## src/rtl/alu_cmd_issuer.sv

```systemverilog
// rtl/alu_cmd_issuer.sv - tagged command FIFO that issues one op at a time to a shared ALU
// Define ILLEGAL_OP_CHECK_EN to answer unknown opcodes with rsp_err instead of issuing them.
module alu_cmd_issuer #(
  parameter int DEPTH    = 4,
  parameter int TAG_W    = 4,
  parameter int ALU_WAIT = 1
) (
  input  logic             clk,
  input  logic             rst_n,
  input  logic             cmd_valid,
  output logic             cmd_ready,
  input  logic [31:0]      cmd_a,
  input  logic [31:0]      cmd_b,
  input  logic [3:0]       cmd_op,
  input  logic [TAG_W-1:0] cmd_tag,
  output logic [31:0]      alu_a,
  output logic [31:0]      alu_b,
  output logic [3:0]       alu_op,
  input  logic [31:0]      alu_result,
  input  logic             alu_zero,
  output logic             rsp_valid,
  input  logic             rsp_ready,
  output logic [31:0]      rsp_result,
  output logic             rsp_zero,
  output logic [TAG_W-1:0] rsp_tag,
  output logic             rsp_err,
  output logic             busy
);
  localparam int PW = $clog2(DEPTH);
  localparam int CW = (ALU_WAIT > 1) ? $clog2(ALU_WAIT) : 1;
  localparam logic [PW:0]   FULL_LVL = (PW+1)'(DEPTH);
  localparam logic [CW-1:0] LAST_CNT = CW'(ALU_WAIT - 1);

  typedef enum logic [1:0] {IDLE, ISSUE, RESP} state_e;

  typedef struct packed {
    logic [31:0]      a;
    logic [31:0]      b;
    logic [3:0]       op;
    logic [TAG_W-1:0] tag;
  } cmd_t;

  cmd_t             mem_q [DEPTH];
  cmd_t             head;
  logic [PW-1:0]    wr_ptr_q, wr_ptr_d, rd_ptr_q, rd_ptr_d;
  logic [PW:0]      count_q, count_d;
  logic             push, pop;
  state_e           state_q;
  logic [CW-1:0]    cnt_q;
  logic [31:0]      alu_a_q, alu_b_q, rsp_result_q;
  logic [3:0]       alu_op_q;
  logic             rsp_valid_q, rsp_zero_q;
  logic [TAG_W-1:0] rsp_tag_q;

`ifdef ILLEGAL_OP_CHECK_EN
  logic rsp_err_q;

  function automatic logic op_legal(input logic [3:0] op);
    case (op)
      4'b0000, 4'b0001, 4'b0010, 4'b0011,
      4'b0100, 4'b0101, 4'b1001, 4'b1010: op_legal = 1'b1;
      default:                            op_legal = 1'b0;
    endcase
  endfunction

  assign rsp_err = rsp_err_q;
`else
  assign rsp_err = 1'b0;
`endif

  assign cmd_ready = (count_q != FULL_LVL);
  assign push      = cmd_valid && cmd_ready;
  assign pop       = (state_q == IDLE) && (count_q != '0);
  assign head      = mem_q[rd_ptr_q];

  always_comb begin
    wr_ptr_d = wr_ptr_q + PW'(push);
    rd_ptr_d = rd_ptr_q + PW'(pop);
    count_d  = count_q + (PW+1)'(push) - (PW+1)'(pop);
  end

  // Storage is never read before it is written, so it needs no reset.
  always_ff @(posedge clk) begin
    if (push) mem_q[wr_ptr_q] <= '{a: cmd_a, b: cmd_b, op: cmd_op, tag: cmd_tag};
  end

  always_ff @(posedge clk or negedge rst_n) begin
    if (!rst_n) begin
      wr_ptr_q     <= '0;
      rd_ptr_q     <= '0;
      count_q      <= '0;
      state_q      <= IDLE;
      cnt_q        <= '0;
      alu_a_q      <= '0;
      alu_b_q      <= '0;
      alu_op_q     <= '0;
      rsp_valid_q  <= 1'b0;
      rsp_result_q <= '0;
      rsp_zero_q   <= 1'b0;
      rsp_tag_q    <= '0;
`ifdef ILLEGAL_OP_CHECK_EN
      rsp_err_q    <= 1'b0;
`endif
    end else begin
      wr_ptr_q <= wr_ptr_d;
      rd_ptr_q <= rd_ptr_d;
      count_q  <= count_d;
      case (state_q)
        IDLE: begin
          if (pop) begin
            rsp_tag_q <= head.tag;
            cnt_q     <= '0;
`ifdef ILLEGAL_OP_CHECK_EN
            if (!op_legal(head.op)) begin
              rsp_result_q <= '0;
              rsp_zero_q   <= 1'b0;
              rsp_err_q    <= 1'b1;
              rsp_valid_q  <= 1'b1;
              state_q      <= RESP;
            end else begin
              rsp_err_q <= 1'b0;
              alu_a_q   <= head.a;
              alu_b_q   <= head.b;
              alu_op_q  <= head.op;
              state_q   <= ISSUE;
            end
`else
            alu_a_q  <= head.a;
            alu_b_q  <= head.b;
            alu_op_q <= head.op;
            state_q  <= ISSUE;
`endif
          end
        end
        ISSUE: begin
          cnt_q <= cnt_q + 1'b1;
          if (cnt_q == LAST_CNT) begin
            rsp_result_q <= alu_result;
            rsp_zero_q   <= alu_zero;
            rsp_valid_q  <= 1'b1;
            state_q      <= RESP;
          end
        end
        RESP: begin
          if (rsp_ready) begin
            rsp_valid_q <= 1'b0;
            state_q     <= IDLE;
          end
        end
        default: state_q <= IDLE;
      endcase
    end
  end

  assign alu_a      = alu_a_q;
  assign alu_b      = alu_b_q;
  assign alu_op     = alu_op_q;
  assign rsp_valid  = rsp_valid_q;
  assign rsp_result = rsp_result_q;
  assign rsp_zero   = rsp_zero_q;
  assign rsp_tag    = rsp_tag_q;
  assign busy       = (state_q != IDLE) || (count_q != '0);

endmodule

```

## config.mk

```make
export PLATFORM = sky130hd
export DESIGN_NAME = alu_cmd_issuer
export DESIGN_NICKNAME = d
export VERILOG_FILES = /design/src/rtl/alu_cmd_issuer.sv
export SDC_FILE = /design/constraint.sdc
export NUM_CORES = 1
export LEC_CHECK = 0
export ABC_AREA = 1
export CAP_MARGIN = 20
export CORE_UTILIZATION = 40
export CTS_BUF_LIST = sky130_fd_sc_hd__clkbuf_8
export CTS_CLUSTER_DIAMETER = 100
export DETAILED_ROUTE_END_ITERATION = 6
export PLACE_DENSITY_LB_ADDON = 0.15
export SLEW_MARGIN = 10
export SYNTH_ARGS = -nofsm -noshare
export SYNTH_HDL_FRONTEND = slang
export SYNTH_SLANG_ARGS = --single-unit
```

## constraint.sdc

```tcl
create_clock -name clk -period 6 [get_ports clk]
set_clock_uncertainty 0.15 [all_clocks]
set_input_delay 1.2 -clock clk [delete_from_list [all_inputs] [get_ports clk]]
set_output_delay 1.2 -clock clk [all_outputs]
set_load 0.005 [all_outputs]
```

; ---- Word-level counts from Yosys, hierarchy flattened
; Memories as Yosys holds them, arrays and structs flattened. A register that Yosys moved wholly into a read port is not among the register bits.
; Index checks and enable logic that the tools add are counted.
[op_classes]
eq_ne = 6
n_mux = 11
bitwise_logic = 1
reduce_logical = 14
add_sub_neg = 5
[op_table]
columns = op, n
row1 = 2-bit 2-to-1 mux, 3
row2 = "2-bit != test, second input constant", 3
row3 = 2-bit one-hot mux with 3 select lines, 1
row4 = 2-bit AND reduction, 3
row5 = 3-bit AND reduction, 2
row6 = 2-bit nonzero test, 3
row7 = 1-bit 2-to-1 mux, 5
row8 = 2-bit by 1-bit adder with 2-bit output, 2
row9 = 1-bit one-hot mux with 2 select lines, 2
row10 = 3-bit by 1-bit adder with 3-bit output, 1
row11 = "3-bit != test, second input constant", 1
row12 = 3-bit nonzero test, 1
row13 = 3-bit by 1-bit subtractor with 3-bit output, 1
row14 = "2-bit by 1-bit equality test with 1-bit output, second input constant", 1
row15 = "2-bit equality test, second input constant", 1
row16 = 1-bit logical AND, 2
row17 = 2-bit logical NOT, 1
row18 = "1-bit adder, second input constant", 1
row19 = 1-bit logical NOT, 1
row20 = 1-bit logical OR, 1
row21 = 1-bit inverter, 1
[word_totals]
ram_bits = 288
n_memories = 1
output_inout_bits = 109
inputBits = 109
ff_bits = 44
wordCells = 46
[mem_list]
columns = memory, depth, word_bits, read_ports, rd_ports_with_merged_regs, wr, line
row1 = mem_q, 4, 72, 1, 1, 1, 43  ; cmd_t mem_q [DEPTH];

; ---- Depth between registers and ports, before layout
; Gate-level depths: netlist (run 1).
[logic_depth]
word_depth = 4
mapped_depth = 9
ltp_nobuf = 9

; ---- Worst setup path after synthesis (run 1)
; No wires, ideal clock.
[synth_timing]
path_kind = input port to flip-flop
from = input cmd_valid
to = memory mem_q[0][0] (netlist name) (enable)
cell_stages = 2
setup_slack_ns = -0.947
arrival_time_ns = 6.206
setup_ns = 0.591
cell_sequence = nand2_1 nor3_1
[synth_between]
elab_chain_len = 3
[synth_lines]
columns = item, line
row1 = from (decl), 10  ; input logic cmd_valid,
row2 = 1-bit logical AND, 72  ; assign push = cmd_valid && cmd_ready;
row3 = 1-bit 2-to-1 mux, 84  ; if (push) mem_q[wr_ptr_q] <= '{a: cmd_a, b: cmd_b, op: cmd_op, tag: cmd_tag};
row4 = 1-bit 2-to-1 mux (not written as such), 84
row5 = to (decl), 43
; Every way passes these cells.

; ---- Worst setup path in the final report (run 1)
[layout_timing]
from = register state_q[0]
to = register count_q[1]
[layout_between]
elab_chain_len = 3
[layout_lines]
columns = item, line
row1 = from (decl), 48  ; state_e state_q;
row2 = from (signal assigned), 92  ; state_q <= IDLE;
row3 = from (signal assigned), 131  ; state_q <= ISSUE;
row4 = from (signal assigned), 141  ; state_q <= RESP;
row5 = 2-bit logical NOT, 73  ; assign pop = (state_q == IDLE) && (count_q != '0);
row6 = 1-bit logical AND, 73
row7 = 3-bit by 1-bit subtractor with 3-bit output, 79  ; count_d = count_q + (PW+1)'(push) - (PW+1)'(pop);
row8 = named net count_d[1], 46  ; logic [PW:0] count_q, count_d;
row9 = to (signal assigned), 107  ; count_q <= count_d;
row10 = to (decl), 46
; The timed path passes the listed nets, and every way through them passes these cells.
; A chain may end at the register's enable or synchronous reset.

==> results.py, run 1 <==
metrics = {
    "worst_setup_path": {
        "criticalPathCategory": "flip-flop to flip-flop",
        "slowest_stage": "inv_4",
        "critPathRequiredTime_ps": 6310,
        "cp_max_fo": 77,
        "worst_setup_path_end_kind": "flip-flop",
        "crit_family": "simple AND/OR/NAND/NOR gates",
        "path_cells": "nor2_2 -> nand2_4 -> inv_4 -> nand2_1 -> nand2_1 -> ha_1 -> fa_1",
        "crit_arrival_ps": 3640,
        "critical_path.startpoint_type": "flip-flop",
        "critPathBufInv": 1,
        "cpPeakStageDelay_ps": 930,
        "critPathMostFrequentCell": "nand2_1",
    },
    "global_routing": {
        "antenna_found_initial": 0,
        "grt_pass1_vias": 10700,
        "overflow": 0,
        "grt_pass1_wl_mm": 57.9,
        "grt_use_total_pct": 17.9,
        "grt_max_degree": 99,
    },
    "route": {
        "drtPass1Iterations": 5,
        "ant_nets": 0,
        "route.vias.total": 10900,
        "routed_wl_mm": 36.9,
        "first_iter_violations": 492,
        "routed_via_density": 4.47,
        "drc_errors": 0,
        "wl_per_cell_um": 15.1,
    },
    "final_layout": {
        "drive_gt1_share_pct": 6.17,
        "fillers": 3704,
        "nNetsFinal": 1970,
        "multi_input_area_mm2": 0.00350,
        "utilization_pct": 50.0,
        "syn_to_final_growth_pct": 23.6,
        "seq_area_mm2": 0.0116,
        "final_area_mm2": 0.0204,
    },
    "placement": {
        "gp_congestion": 0.724,
        "io_buffers": 216,
        "placed_cell_area_mm2": 0.0191,
        "hpwl_mm": 20.8,
    },
    "clock_tree": {
        "cts_buffer_depth": 3,
        "hold_buffers": 0,
        "root_buffer": "clkbuf_8",
        "cts_tree": "yes",
        "htree_num_levels": 3,
        "numCtsBuffers": 69,
        "cts_setup_buffers": 0,
        "cts.sinks": 404,
        "cts_resized": 0,
        "path_clk_slew_ps": 60,
        "insertion_delay_ps": 590,
    },
    "synthesis": {
        "synth_cells": 1627,
        "syn_area_mm2": 0.0165,
        "yosys-top-cells-area": "edfxtp_1, dfrtp_1, nand2_1",
        "avgSynthCellArea_um2": 10.2,
        "synth_nets": 1739,
        "ys_seq_elements": 404,
        "yosysUniqueCellTypes": 27,
        "synth.most_common_cell": "nand2_1",
        "ys_top_cells_by_count": "nand2_1, inv_1, edfxtp_1",
        "yosys_warnings": 0,
        "yosysTopAreaCell": "edfxtp_1",
        "seq_area_frac_synth_pct": 69.9,
        "synth_edf_count": 288,
        "synth_top_area_share_pct": 52.3,
        "synthFlopType": "edfxtp_1",
        "async_flop_share_pct": 28.7,
    },
    "floorplan": {
        "die_y_um": 205,
        "core_region_area_mm2": 0.0408,
        "dieArea_mm2": 0.0421,
        "pin_count": 218,
        "start_util_pct": 40.5,
        "rows": 74,
        "die_w_um": 205,
    },
    "sta": {
        "period_needed_ps": 3330,
        "final.period_utilization_pct": 55.5,
        "tightest_slew_ps": 1080,
        "hold_violations": 0,
        "finalSetupViolCount": 0,
        "finalMaxSlewViolations": 0,
        "slew_headroom_pct": 27.9,
        "rsz0062_at_grt": "false",
        "max_freq_mhz": 300,
    },
    "worst_hold_path": {
        "hold_class": "flip-flop to flip-flop",
    },
    "power_and_ir_drop": {
        "p_leak_uw": 0.00954,
        "peakVddDrop_mv": 0.239,
        "power_density_mw_per_mm2": 492,
    },
    "status": {
        "outcome": "completed",
    },
    "run": {
        "drv_cap": 0,
    },
}
==> final cells by class <==
type	count	share of cell area [%]
clock buffer	82	5.52
timing repair buffer	228	11.0
antenna	1	0.0122
inverter	300	5.54
clock inverter	43	0.900
multi-input combinational	855	17.1
tap	532	3.26
sequential	404	56.6
==> tightest hold or removal path, cell delays in order, from the launching register on <==
cell and delay (ps):
dfrtp_1 340, nand2_1 50, nand2_1 50
==> routing by layer <==
metal | global-route usage, % | share of wire, % | vias to the layer above
li1 | - | - | 5500
met1 | 22.9 | 45 | 5144
met2 | 29.9 | 49 | 253
met3 | 3.77 | 5.1 | 40
met4 | 6.40 | 1.7 | 0
met5 | 0 | 0 | -
==> report_power, final <==
group          switching (uW)  internal, uW
clock                    1080          1240
combinational            2040          1380
sequential                453          3850
total                    3570          6470
==> registers in the layout (all words and copies together), names as in the netlist <==
signal and count:
rsp_result 32, alu_op 4, mem_q 288, rsp_tag 4, cnt_q 1, state_q 2
rsp_valid 1, alu_a 32, alu_b 32, count_q 3, rsp_zero 1, rd_ptr_q 2
wr_ptr_q 2
==> logic make-up (layout without fill, tap and decap cells) <==
| family | count (synthesis) | after routing | synth area share (%) |
|---|---|---|---|
| adder cells (fa/ha/maj) | 3 | 3 | 0.273 |
| AO/OA/AOI/OAI | 4 | 4 | 0.136 |
| flip-flops | 404 | 404 | 69.9 |
| buffers and inverters | 368 | 653 | 9.01 |
| AND/OR/NAND/NOR | 843 | 843 | 20.4 |
| XOR/XNOR | 4 | 4 | 0.212 |
| other | 1 | 2 | 0.0227 |
==> per-stage QoR <==
stage,setup WS (ps),power (uW),hold WS [ps],std cells,TNS [ps]
2_1_floorplan,-947,6420,314,1627,-272770
3_3_place_gp,2580,7810,302,2319,0
3_5_place_dp,2570,7870,308,2319,0
4_1_cts,2570,10200,322,2444,0
5_1_grt,2330,10800,343,2444,0
6_report,2670,10000,318,2445,0
==> layout by cell type, fill, tap and decap left out, types with 2 or more instances in the layout <==
cell and count:
nand2_1 686, edfxtp_1 288, dfrtp_1 114, clkinvlp_4 5
clkdlybuf4s50_1 215, inv_4 2, clkbuf_8 82, buf_4 12
inv_1 325, clkinv_1 6, nor2_2 2, nor3_2 4
xor2_1 3, dfrtp_4 2, o21ai_0 2, clkinv_2 4
ha_1 2, nand3_1 146
==> final timing paths <==
kind                                    start       endpoint  cells past startpoint  slack (ps)
worst max-delay path               state_q[0]     count_q[1]                      7        2670
worst min-delay path            rsp_result[5]  rsp_result[5]                      2         320
worst max register to register     state_q[0]     count_q[1]                      7        2670
worst min register to register  rsp_result[5]  rsp_result[5]                      2         320
max in group asynchronous               rst_n    rd_ptr_q[1]                      2        4120
min in group asynchronous               rst_n     rsp_tag[0]                      1         540
Power figures use the tool's default switching activity.
==> run 2, diff against run 1 <==
==> constraint.sdc (replaced) <==
create_clock -name clk -period 2.7 [get_ports clk]
set_clock_uncertainty 0.15 [all_clocks]
set_input_delay 0.54 -clock clk [delete_from_list [all_inputs] [get_ports clk]]
set_output_delay 0.54 -clock clk [all_outputs]
set_load 0.005 [all_outputs]
==> run 2 against run 1 <==
  * Register-to-register slack got worse by 2000 ps
  * Sequential share of layout area down 0.73 points
  * Routed wire length rose by 0.36%
  * Highest routed layer is now met5
  * Critical path type is now flip-flop to output pin
  * Worst hold slack hardly changed
  * Flip-flop and latch count unchanged
  * Largest power group unchanged
  * Worst setup slack got worse by 2500 ps
  * Clock-buffer cell count fell by 4
  * Global-route usage rose by 0.22 points
  * Critical endpoint is now busy
==> results.py, run 2 (same netlist as run 1, synthesis figures left out) <==
metrics = {
    "route": {
        "route.vias.total": 11000,
        "routed_wl_mm": 37.1,
        "ant_nets": 0,
        "first_iter_violations": 534,
        "drc_errors": 0,
        "drtPass1Iterations": 4,
        "routed_via_density": 4.49,
        "wl_per_cell_um": 15.1,
    },
    "worst_setup_path": {
        "path_cells": "nor2_2 -> nand3_1 -> clkdlybuf4s50_1",
        "criticalPathCategory": "flip-flop to output pin",
        "setup.worst_path.start": "state_q[0]",
        "crit_arrival_ps": 1850,
        "r2r_start": "count_q[1]",
        "critical_path.startpoint_type": "flip-flop",
        "slowest_stage": "clkdlybuf4s50_1",
        "cp_max_fo": 5,
        "critPathRequiredTime_ps": 2010,
        "cpPeakStageDelay_ps": 490,
        "r2r_slack_ps": 640,
        "worst_setup_path_end_kind": "output pin",
    },
    "final_layout": {
        "most-common-layout-cells": "nand2_1, inv_1, edfxtp_1",
        "final_cells": 2459,
        "top_register": "mem_q",
        "seq_area_mm2": 0.0116,
        "fillers": 3648,
        "largest_reg_flops": 288,
        "multi_input_area_mm2": 0.00354,
        "nNetsFinal": 1984,
        "syn_to_final_growth_pct": 25.3,
        "final_common_cell": "nand2_1",
        "drive_gt1_share_pct": 7.01,
    },
    "clock_tree": {
        "cts_setup_buffers": 0,
        "cts.sinks": 404,
        "cts_tree": "yes",
        "root_buffer": "clkbuf_8",
        "hold_buffers": 1,
        "insertion_delay_ps": 590,
        "cts_resized": 0,
        "cts_buffer_depth": 3,
        "htree_num_levels": 3,
        "numCtsBuffers": 69,
        "path_clk_slew_ps": 50,
    },
    "floorplan": {
        "rows": 74,
        "die_y_um": 205,
        "die_w_um": 205,
        "start_util_pct": 40.5,
        "pin_count": 218,
        "core_region_area_mm2": 0.0408,
        "dieArea_mm2": 0.0421,
    },
    "worst_hold_path": {
        "hold_class": "flip-flop to flip-flop",
        "min_from": "rsp_result[7]",
    },
    "global_routing": {
        "grt_pass1_wl_mm": 58.7,
        "antenna_found_initial": 3,
        "top_usage_layer": "met2",
        "met2_usage_pct": 29.0,
        "grt_util_met1_pct": 24.2,
        "grt_pass1_vias": 11000,
        "grt_max_degree": 147,
        "met3_usage_pct": 4.34,
        "overflow": 0,
        "grt_use_total_pct": 18.1,
    },
    "power_and_ir_drop": {
        "p_leak_uw": 0.00965,
        "peakVddDrop_mv": 0.836,
        "power_density_mw_per_mm2": 1090,
        "totalPowerFinal_uw": 22600,
    },
    "sta": {
        "finalSetupViolCount": 0,
        "worst_slack_ps": 158,
        "final.period_utilization_pct": 94.2,
        "slew_headroom_pct": 28.9,
        "hold_slack_ps": 317,
        "hold_violations": 0,
        "tightest_slew_ps": 1070,
        "max_freq_mhz": 393,
        "period_needed_ps": 2540,
        "rsz0062_at_grt": "false",
        "finalMaxSlewViolations": 0,
    },
    "placement": {
        "gp_congestion": 0.712,
        "io_buffers": 216,
        "place_ws_ps": 311,
        "dp.cells": 2332,
        "hpwl_mm": 21.3,
    },
    "status": {
        "outcome": "completed",
    },
    "run": {
        "drv_cap": 0,
    },
}
==> run 2: cell types whose count changed in the layout (fill, tap and decap cells not counted), moves of 2 or more <==
cell and change:
buf_12 +13, clkbuf_8 -4, clkinv_2 +4, nor3_2 -4
nor3_4 +4, dfrtp_1 -2, dfrtp_2 +2, nand2_1 -2
==> run 2: critical path: cells and delay by family (launching register included) <==
kind                   cells  cell delay, ps
buffers and inverters      1             490
flip-flops                 1             430
AND/OR/NAND/NOR            2             350
==> run 2: per-layer routing <==
layer  vias up  share of wire, %
met5         -             0.084
met4         4               1.6
met3        51               6.2
met2       286                45
met1      5174                47
li1       5532                 -
==> run 2: where the power goes <==
part | switching, uW | internal (uW) | total, uW
Clock | 2390 | 2640 | 5030
Combinational | 5000 | 3340 | 8340
Sequential | 695 | 8550 | 9250
==> run 2: through the flow <==
stage	utilization [%]	area (um2)	setup TNS (ps)
final	50.7	20700	0
after global routing	50.7	20700	0
after CTS	50.7	20700	0
after detailed placement	47.5	19400	0
after global placement	47.5	19400	0
after floorplan	-	16600	-68720
==> run 2: area by class of cell <==
type                    count  area share, %
well taps                 532           3.22
clock buffers              78           5.19
clock inverters            47          0.985
multi-input cells         855           17.1
diodes                      1         0.0121
repair buffers            242           12.2
inverters                 300           5.47
flip-flops and latches    404           55.8
==> run 2: worst paths after layout <==
kind	endpoint	depth (start not counted)
worst min-delay path	rsp_result[7]	2
worst max-delay path	busy	3
worst max register to register	count_q[2]	9
min in group asynchronous	alu_op[2]	2
max in group asynchronous	alu_a[3]	3
worst min register to register	rsp_result[7]	2
